<file path="src/rtl/mem_pkg.sv">
// ---------------------------------------------------------------------------
// mem_pkg
// Shared types for the load/store unit and its byte-lane helper.
//   mem_size_e      access size encoding (B/H/W/D), matches req_size
//   lsu_state_e     load/store unit FSM states
//   LANE_BYTES      number of byte lanes in one memory word
//   misaligned_addr true when a byte offset is not a multiple of the size
// ---------------------------------------------------------------------------
package mem_pkg;

    localparam int LANE_BYTES = 8;

    typedef enum logic [1:0] {
        MEM_B = 2'd0,
        MEM_H = 2'd1,
        MEM_W = 2'd2,
        MEM_D = 2'd3
    } mem_size_e;

    typedef enum logic [2:0] {
        IDLE,
        RD_ISSUE,
        RD_WAIT,
        WR_ISSUE,
        RESP
    } lsu_state_e;

    function automatic logic misaligned_addr(logic [2:0] offset, mem_size_e size);
        case (size)
            MEM_B:   return 1'b0;
            MEM_H:   return offset[0];
            MEM_W:   return |offset[1:0];
            default: return |offset;
        endcase
    endfunction

endpackage

</file>
<file path="src/rtl/lsu_byte_lane.sv">
// ---------------------------------------------------------------------------
// lsu_byte_lane
// Combinational byte-lane steering for one 64-bit little-endian word.
//   word         in  64  word read from memory
//   wdata        in  64  right-justified store data
//   offset       in  3   byte offset of the access inside the word
//   size         in  2   access size (mem_size_e)
//   is_unsigned  in  1   1 = zero-extend loads, 0 = sign-extend
//   load_data    out 64  selected lane, extended to 64 bits
//   merged_word  out 64  word with the store bytes replaced
// Offsets are assumed aligned to the size, so a lane never crosses the word.
// ---------------------------------------------------------------------------
module lsu_byte_lane
    import mem_pkg::*;
(
    input  logic [LANE_BYTES*8-1:0] word,
    input  logic [LANE_BYTES*8-1:0] wdata,
    input  logic [2:0]              offset,
    input  mem_size_e               size,
    input  logic                    is_unsigned,
    output logic [LANE_BYTES*8-1:0] load_data,
    output logic [LANE_BYTES*8-1:0] merged_word
);

    logic [5:0]              shamt;
    logic [LANE_BYTES*8-1:0] lane_mask;
    logic [LANE_BYTES*8-1:0] shifted;
    logic                    sign_bit;

    assign shamt   = {offset, 3'b000};
    assign shifted = word >> shamt;

    always_comb begin
        case (size)
            MEM_B:   lane_mask = 64'h0000_0000_0000_00FF;
            MEM_H:   lane_mask = 64'h0000_0000_0000_FFFF;
            MEM_W:   lane_mask = 64'h0000_0000_FFFF_FFFF;
            default: lane_mask = '1;
        endcase
    end

    // The sign bit is the top bit of the lane; D accesses have nothing to extend.
    always_comb begin
        case (size)
            MEM_B:   sign_bit = shifted[7];
            MEM_H:   sign_bit = shifted[15];
            MEM_W:   sign_bit = shifted[31];
            default: sign_bit = 1'b0;
        endcase
        load_data = shifted & lane_mask;
        if (!is_unsigned && sign_bit) begin
            load_data = load_data | ~lane_mask;
        end
    end

    assign merged_word = (word & ~(lane_mask << shamt)) | ((wdata & lane_mask) << shamt);

endmodule

</file>
<file path="src/rtl/load_store_unit.sv">
// ---------------------------------------------------------------------------
// load_store_unit
// Memory-stage load/store front end driving a word-granular memory port.
// One request at a time; sub-word stores are done as read-modify-write.
//   clk, reset_n        clock, synchronous active-low reset
//   req_*               request handshake and fields (latched on accept)
//   resp_*              response handshake, extended load data, misalign flag
//   mem_addr            word-aligned address, stable for the whole transaction
//   mem_read_en/_write_en, mem_write_data, mem_read_data, mem_ready
//                       word port; read data is valid the cycle after an
//                       accepted read strobe
// ---------------------------------------------------------------------------
module load_store_unit
    import mem_pkg::*;
#(
    parameter int ADDR_WIDTH = 64,
    parameter int DATA_WIDTH = 64
) (
    input  logic                  clk,
    input  logic                  reset_n,
    input  logic                  req_valid,
    output logic                  req_ready,
    input  logic                  req_write,
    input  logic [1:0]            req_size,
    input  logic                  req_unsigned,
    input  logic [ADDR_WIDTH-1:0] req_addr,
    input  logic [DATA_WIDTH-1:0] req_wdata,
    output logic                  resp_valid,
    input  logic                  resp_ready,
    output logic [DATA_WIDTH-1:0] resp_rdata,
    output logic                  resp_misaligned,
    output logic [ADDR_WIDTH-1:0] mem_addr,
    output logic [DATA_WIDTH-1:0] mem_write_data,
    output logic                  mem_read_en,
    output logic                  mem_write_en,
    input  logic [DATA_WIDTH-1:0] mem_read_data,
    input  logic                  mem_ready
);

    lsu_state_e state, next_state;

    logic [ADDR_WIDTH-1:0] addr_q;
    logic [2:0]            offset_q;
    mem_size_e             size_q;
    logic                  write_q;
    logic                  unsigned_q;
    logic [DATA_WIDTH-1:0] wdata_q;
    logic [DATA_WIDTH-1:0] wr_word_q;
    logic [DATA_WIDTH-1:0] rdata_q;
    logic                  misaligned_q;

    logic                  req_misaligned;
    logic [DATA_WIDTH-1:0] load_data;
    logic [DATA_WIDTH-1:0] merged_word;

    assign req_misaligned = misaligned_addr(req_addr[2:0], mem_size_e'(req_size));

    lsu_byte_lane u_byte_lane (
        .word        (mem_read_data),
        .wdata       (wdata_q),
        .offset      (offset_q),
        .size        (size_q),
        .is_unsigned (unsigned_q),
        .load_data   (load_data),
        .merged_word (merged_word)
    );

    always_ff @(posedge clk) begin
        if (!reset_n) begin
            state <= IDLE;
        end else begin
            state <= next_state;
        end
    end

    // Aligned D stores skip the read; every other aligned access reads first.
    always_comb begin
        next_state = state;
        case (state)
            IDLE: begin
                if (req_valid) begin
                    if (req_misaligned) begin
                        next_state = RESP;
                    end else if (req_write && mem_size_e'(req_size) == MEM_D) begin
                        next_state = WR_ISSUE;
                    end else begin
                        next_state = RD_ISSUE;
                    end
                end
            end
            RD_ISSUE: if (mem_ready)  next_state = RD_WAIT;
            RD_WAIT:  next_state = write_q ? WR_ISSUE : RESP;
            WR_ISSUE: if (mem_ready)  next_state = RESP;
            RESP:     if (resp_ready) next_state = IDLE;
            default:  next_state = IDLE;
        endcase
    end

    always_comb begin
        req_ready      = (state == IDLE);
        mem_read_en    = (state == RD_ISSUE);
        mem_write_en   = (state == WR_ISSUE);
        resp_valid     = (state == RESP);
        mem_write_data = (state == WR_ISSUE) ? wr_word_q : '0;
    end

    assign mem_addr        = addr_q;
    assign resp_rdata      = rdata_q;
    assign resp_misaligned = misaligned_q;

    // wr_word_q is preloaded with the store data so a D store can write it
    // directly; sub-word stores overwrite it with the merged word in RD_WAIT.
    always_ff @(posedge clk) begin
        if (!reset_n) begin
            addr_q       <= '0;
            offset_q     <= '0;
            size_q       <= MEM_B;
            write_q      <= 1'b0;
            unsigned_q   <= 1'b0;
            wdata_q      <= '0;
            wr_word_q    <= '0;
            rdata_q      <= '0;
            misaligned_q <= 1'b0;
        end else if (state == IDLE && req_valid) begin
            addr_q       <= {req_addr[ADDR_WIDTH-1:3], 3'b000};
            offset_q     <= req_addr[2:0];
            size_q       <= mem_size_e'(req_size);
            write_q      <= req_write;
            unsigned_q   <= req_unsigned;
            wdata_q      <= req_wdata;
            wr_word_q    <= req_wdata;
            rdata_q      <= '0;
            misaligned_q <= req_misaligned;
        end else if (state == RD_WAIT) begin
            if (write_q) begin
                wr_word_q <= merged_word;
            end else begin
                rdata_q <= load_data;
            end
        end
    end

endmodule

</file>
<file path="config.mk">
export PLATFORM = sky130hd
export DESIGN_NAME = load_store_unit
export DESIGN_NICKNAME = d
export VERILOG_FILES = /design/src/rtl/mem_pkg.sv /design/src/rtl/lsu_byte_lane.sv /design/src/rtl/load_store_unit.sv
export SDC_FILE = /design/constraint.sdc
export NUM_CORES = 1
export LEC_CHECK = 0
export CAP_MARGIN = 5
export CORE_MARGIN = 8
export CORE_UTILIZATION = 45
export DETAILED_ROUTE_END_ITERATION = 8
export PLACE_DENSITY = 0.87
export SLEW_MARGIN = 20
export SYNTH_ARGS = -nofsm -noshare
export SYNTH_HDL_FRONTEND = slang
export SYNTH_SLANG_ARGS = --single-unit
</file>
<file path="constraint.sdc">
create_clock -name clk -period 2.4 [get_ports clk]
set_input_delay 0.36 -clock clk [delete_from_list [all_inputs] [get_ports clk]]
set_output_delay 0.36 -clock clk [all_outputs]
set_load 0.01 [all_outputs]
</file>
==> out/results.txt, run 1 <==
WP data arrival = 2830 ps
Reg clk slew, reported paths = 60 ps
CTS Buffer Depth = 3
DRC Markers = 0
Leakage = 7.56 nW
leading area contributor after synthesis = dfxtp_1
Crit Path Category = reg -> reg
RePlAce Congestion = 1.03
Worst-Margin Slew = 755 ps
Layout area overhead = 39.7%
io pins = 398
# port buffers = 394
GRT Total Usage = 32.2%
CTS H-Tree Depth = 1
max-cap viol count = 0
Hold Crit Class = in -> reg
area of the die = 0.0381 mm2
routed wire length = 65500 um
skew final = 36.1 ps
Post-synth EDFFs = 0
setup violators final = 0
dominant cell by count in the synthesized netlist = nand2_1
Post-Synth XOR/XNOR Area = 0%
Synth Flop Type = dfxtp_1
crit path time final = 2370 ps
syn avg cell area = 8.04 um2
Max Fclk = 421 MHz
Final Util = 63.9%
Rows = 65
synth cell count leaders = nand2_1 (398), dfxtp_1 (264), a21boi_0 (146)
Num CTS Buffers = 28
Layout Nets = 2380
vias in the first global route = 15800
Synth Warn # = 0
first-pass GRT wire length = 96800 um
flop2flop setup slack = 30 ps
ys async rst share = 0%
Yosys top cell area share = 36.6%
CP startpoint kind = register
Hold Vio Cnt, Final = 0
post-synthesis mux area share = 9.11%
VDD IR max = 0.673 mV
DP HPWL = 49300 um
share of layout cells above drive strength 1 = 13.3%
via count = 16200
Worst setup EP type = register
multi-input logic area = 0.00836 mm2
Fill cells = 2628
initial antenna violation count = 4
FF+latch count, synth = 264
CTS tree = done
status = complete, no violations
register area = 0.00530 mm2
clock latency on the worst-skew pair = 590 ps
Die H = 195 um
Critical Path RT = 2860 ps
Post-DRT Antenna Nets = 0
largest net degree at the start of global routing = 114
Pwr Density = 629 mW/mm2
crit share post-route = 98.9%
Via-to-Cell Ratio = 6.20
simple-gate share of the synthesized area = 19.0%
Seq/Total Area, Yosys = 36.6%
first-pass detailed-route iteration total = 8
Slew headroom = 49.3%
Initial Util = 45.7%
post-synthesis instance total = 1795
total grt overflow = 0
die width = 195 um
# clock sinks = 264
cts hold-fix bufs = 0
top cells by area, synth = dfxtp_1 (37%), nand2_1 (10%), a21boi_0 (7.6%), mux2i_1 (5.2%), o21ai_0 (4.8%)
Netlist Area Pre-Place = 0.0144 mm2
1st-iter DRT viols = 1950
Max Slew Vio Count = 0
Compound-Gate Fraction of Synth Area = 29.5%
DP Area = 0.0192 mm2
largest family of logic cells by synthesized area = compound AO/OA/AOI/OAI gates
clock tree root driver cell = clkbuf_16
Synth cell types = 68
core area = 0.0316 mm2
design area = 0.0202 mm2
Synth Area in Adders = 0%
Crit Path Max Fanout = 16
wire length per cell = 25.1 um
==> metal layers <==
| layer | part of all wire, % | global-route usage (%) |
|---|---|---|
| met5 | 0.050 | 0 |
| met4 | 5.6 | 16.3 |
| met3 | 13 | 10.8 |
| met2 | 44 | 50.2 |
| met1 | 38 | 39.2 |
==> worst paths after layout <==
path         cells past startpoint          from             to
max                              6     size_q[1]  wr_word_q[58]
min                              3       reset_n    wdata_q[17]
min reg2reg                      2  mem_addr[54]   mem_addr[54]
max reg2reg                      6     size_q[1]  wr_word_q[58]
==> state kept, by name, indices dropped and copies added (netlist names) <==
register and flops:
resp_rdata 64, wdata_q 64, write_q 1, size_q 2, state 3, resp_misaligned 1
unsigned_q 1, offset_q 3, wr_word_q 64, mem_addr 61
==> report_power, final <==
part / total (mW) / switching [mW] / internal, mW
registers: 5.04 / 0.312 / 4.73
logic: 3.07 / 1.72 / 1.36
clock network: 4.57 / 1.85 / 2.72
==> worst max-delay path, stage by stage (launching register included) <==
cell and delay [ps]:
dfxtp_1 550, buf_4 290, nand2_1 120, a2bb2o_1 390, and2_0 340, a22oi_1 410, a21oi_1 130
==> cells by family after synthesis <==
group,Yosys count
other cells,1
flops,264
simple gates,616
compound gates,620
mux,114
buf+inv,180
==> per-stage QoR <==
| stage | setup WS [ps] | TNS, ps | total power, mW | hold slack, ps | instances |
|---|---|---|---|---|---|
| floorplan | 380 | 0 | 6.59 | 441 | 1797 |
| global placement | -39.2 | -1310 | 8.03 | 449 | 2543 |
| detailed placement | -147 | -4750 | 8.08 | 458 | 2543 |
| CTS | -29.2 | -325 | 12.6 | 323 | 2598 |
| global route | -1.27 | -2.05 | 13.1 | 345 | 2603 |
| finish | 25.4 | 0 | 12.7 | 325 | 2605 |
==> what timing repair did <==
item / in CTS / in global routing
gates resized for setup: 161 / 28
pin swaps: 1 / 1
cloned: 1 / 4
setup buffers: 2 / 2
endpoints found under the setup margin: 65 / 78
==> layout by cell type (no fill, tap or decap), drive strengths merged, types with 10 or more instances in the layout <==
master         instances
mux2i                 75
a221oi                34
a21boi               146
clkbuf                61
a211oi                22
a32oi                 14
nand3                 18
nor2                  66
nor2b                 14
nor3b                 13
nand2                399
nand2b                10
o211ai                21
a21oi                107
mux4                  11
dlygate4sd2           20
a31oi                 43
buf                  151
o21ai                138
dfxtp                264
o221ai                28
clkdlybuf4s50        327
mux2                  28
and2                  71
==> cell type report <==
type,count,share of cell area (%)
Sequential cell,264,26.3
Inverter,9,0.168
Multi-Input combinational cell,1353,41.5
Timing Repair Buffer,523,24.7
Clock buffer,41,4.11
Tap cell,402,2.49
Clock inverter,11,0.769
Antenna cell,2,0.0248
Note: power is estimated with default switching activity, not from simulation.
==> inputs of run 2 (changes only) <==
--- a/config.mk
+++ b/config.mk
@@ -6,7 +6,7 @@
 export NUM_CORES = 1
 export LEC_CHECK = 0
 export CAP_MARGIN = 5
-export CORE_MARGIN = 8
+export CORE_MARGIN = 1.5
 export CORE_UTILIZATION = 45
 export DETAILED_ROUTE_END_ITERATION = 8
 export PLACE_DENSITY = 0.87
==> out/results.txt, run 2 (synthesis gave the netlist of run 1 again) <==
first-pass GRT wire length = 93300 um
most common cell after layout, fill and taps aside = nand2_1
share of layout cells above drive strength 1 = 12.1%
Max Fclk = 428 MHz
Tot Pwr = 12.4 mW
# port buffers = 394
CTS H-Tree Depth = 1
via count = 16100
status = complete, no violations
wire length per cell = 24.2 um
Via-to-Cell Ratio = 6.18
DP HPWL = 47400 um
crit share post-route = 97.4%
setup violators final = 0
1st-iter DRT viols = 1919
Critical Path RT = 2840 ps
cts hold-fix bufs = 0
VDD IR max = 0.586 mV
pre-CTS WS = -132 ps
skew final = 11.1 ps
WP data arrival = 2780 ps
CTS Buffer Depth = 3
Crit Path Max Fanout = 20
CTS tree = done
Post-DRT Antenna Nets = 0
hold depth = 2
CP startpoint = size_q[1]
first-pass detailed-route iteration total = 5
multi-input logic area = 0.00837 mm2
total grt overflow = 0
crit path time final = 2340 ps
GRT Total Usage = 36.5%
initial antenna violation count = 1
design area = 0.0201 mm2
Layout Nets = 2382
Reg-to-Reg Start = size_q[1]
die width = 182 um
routed wire length = 62900 um
vias in the first global route = 15700
Leakage = 7.50 nW
Num CTS Buffers = 29
worst r2r path cells = 6
area of the die = 0.0331 mm2
core area = 0.0316 mm2
DP Area = 0.0193 mm2
Fill cells = 2657
largest net degree at the start of global routing = 96
# clock sinks = 264
Hold Crit Class = in -> reg
highest-count cells in the layout ignoring fill and taps = nand2_1 (398), clkdlybuf4s50_1 (328), dfxtp_1 (260)
Rows = 65
clock tree root driver cell = clkbuf_16
Hold Path Origin = reset_n
flop2flop setup slack = 60 ps
Hold Vio Cnt, Final = 0
io pins = 398
RePlAce Congestion = 1.06
clock latency on the worst-skew pair = 570 ps
Final Util = 63.7%
Worst setup EP type = register
setup ws final = 62.6 ps
Die H = 182 um
Max Slew Vio Count = 0
Reg clk slew, reported paths = 60 ps
CP startpoint kind = register
max-cap viol count = 0
RSZ-0062 raised after global routing = false
DRC Markers = 0
register area = 0.00530 mm2
Pwr Density = 617 mW/mm2
Layout area overhead = 39.3%
Worst-Margin Slew = 809 ps
Initial Util = 45.7%
Crit Path Category = reg -> reg
Slew headroom = 45.9%
[run 2: changes by cell type in the layout (fill, tap and decap cells not counted), sizes merged]
cell / previous run / this run
buf: 151 / 131
dlygate4sd2: 20 / 35
clkdlybuf4s15: 4 / 11
clkinv: 8 / 4
bufinv: 3 / 1
clkbuf: 61 / 59
clkinvlp: 0 / 2
inv: 9 / 11
clkdlybuf4s50: 327 / 328
dlymetal6s2s: 1 / 0
[run 2: path summary, 6_finish.rpt]
check,endpoint
min reg2reg,mem_addr[29]
max reg2reg,wr_word_q[60]
max,wr_word_q[60]
min,wdata_q[20]
[run 2: critical path, cell delays in order (launching register included)]
cell,delay [ps]
dfxtp_1,500
buf_4,330
nand2_1,160
a2bb2o_1,350
and2_0,330
a22oi_1,400
a21oi_1,130
[run 2: layout make-up]
cell class	instances	area share (%)
sequential	264	26.4
tap	402	2.50
timing repair buffer	524	24.9
inverter	9	0.168
antenna	2	0.0249
clock inverter	9	0.479
multi-input combinational	1353	41.6
clock buffer	40	3.92
[run 2: metal layers]
| layer | global-route usage, % | wire [um] |
|---|---|---|
| met5 | 0 | 19 |
| met4 | 19.0 | 3770 |
| met3 | 8.54 | 6790 |
| met2 | 60.3 | 28500 |
| met1 | 44.4 | 23900 |
[run 2: power by group]
| part | total [mW] | internal (mW) | switching (mW) | leakage (nW) |
|---|---|---|---|---|
| sequential | 5.04 | 4.73 | 0.308 | 2.17 |
| combinational | 3.08 | 1.35 | 1.72 | 4.91 |
| clock | 4.29 | 2.40 | 1.88 | 0.428 |
[run 2: timing repair]
action                     CTS  global route
pin swaps                    1             1
gates resized for setup     78            51
buffers inserted             2             1
gates cloned                 1             0
setup endpoints to repair   65            55
[run 2: per-stage QoR]
step / TNS [ps] / instances / hold WS [ps]
2_1_floorplan: 0 / 1797 / 441
3_3_place_gp: -295 / 2548 / 448
3_5_place_dp: -3970 / 2548 / 456
4_1_cts: -5.41 / 2600 / 195
5_1_grt: 0 / 2602 / 212
6_report: 0 / 2603 / 221
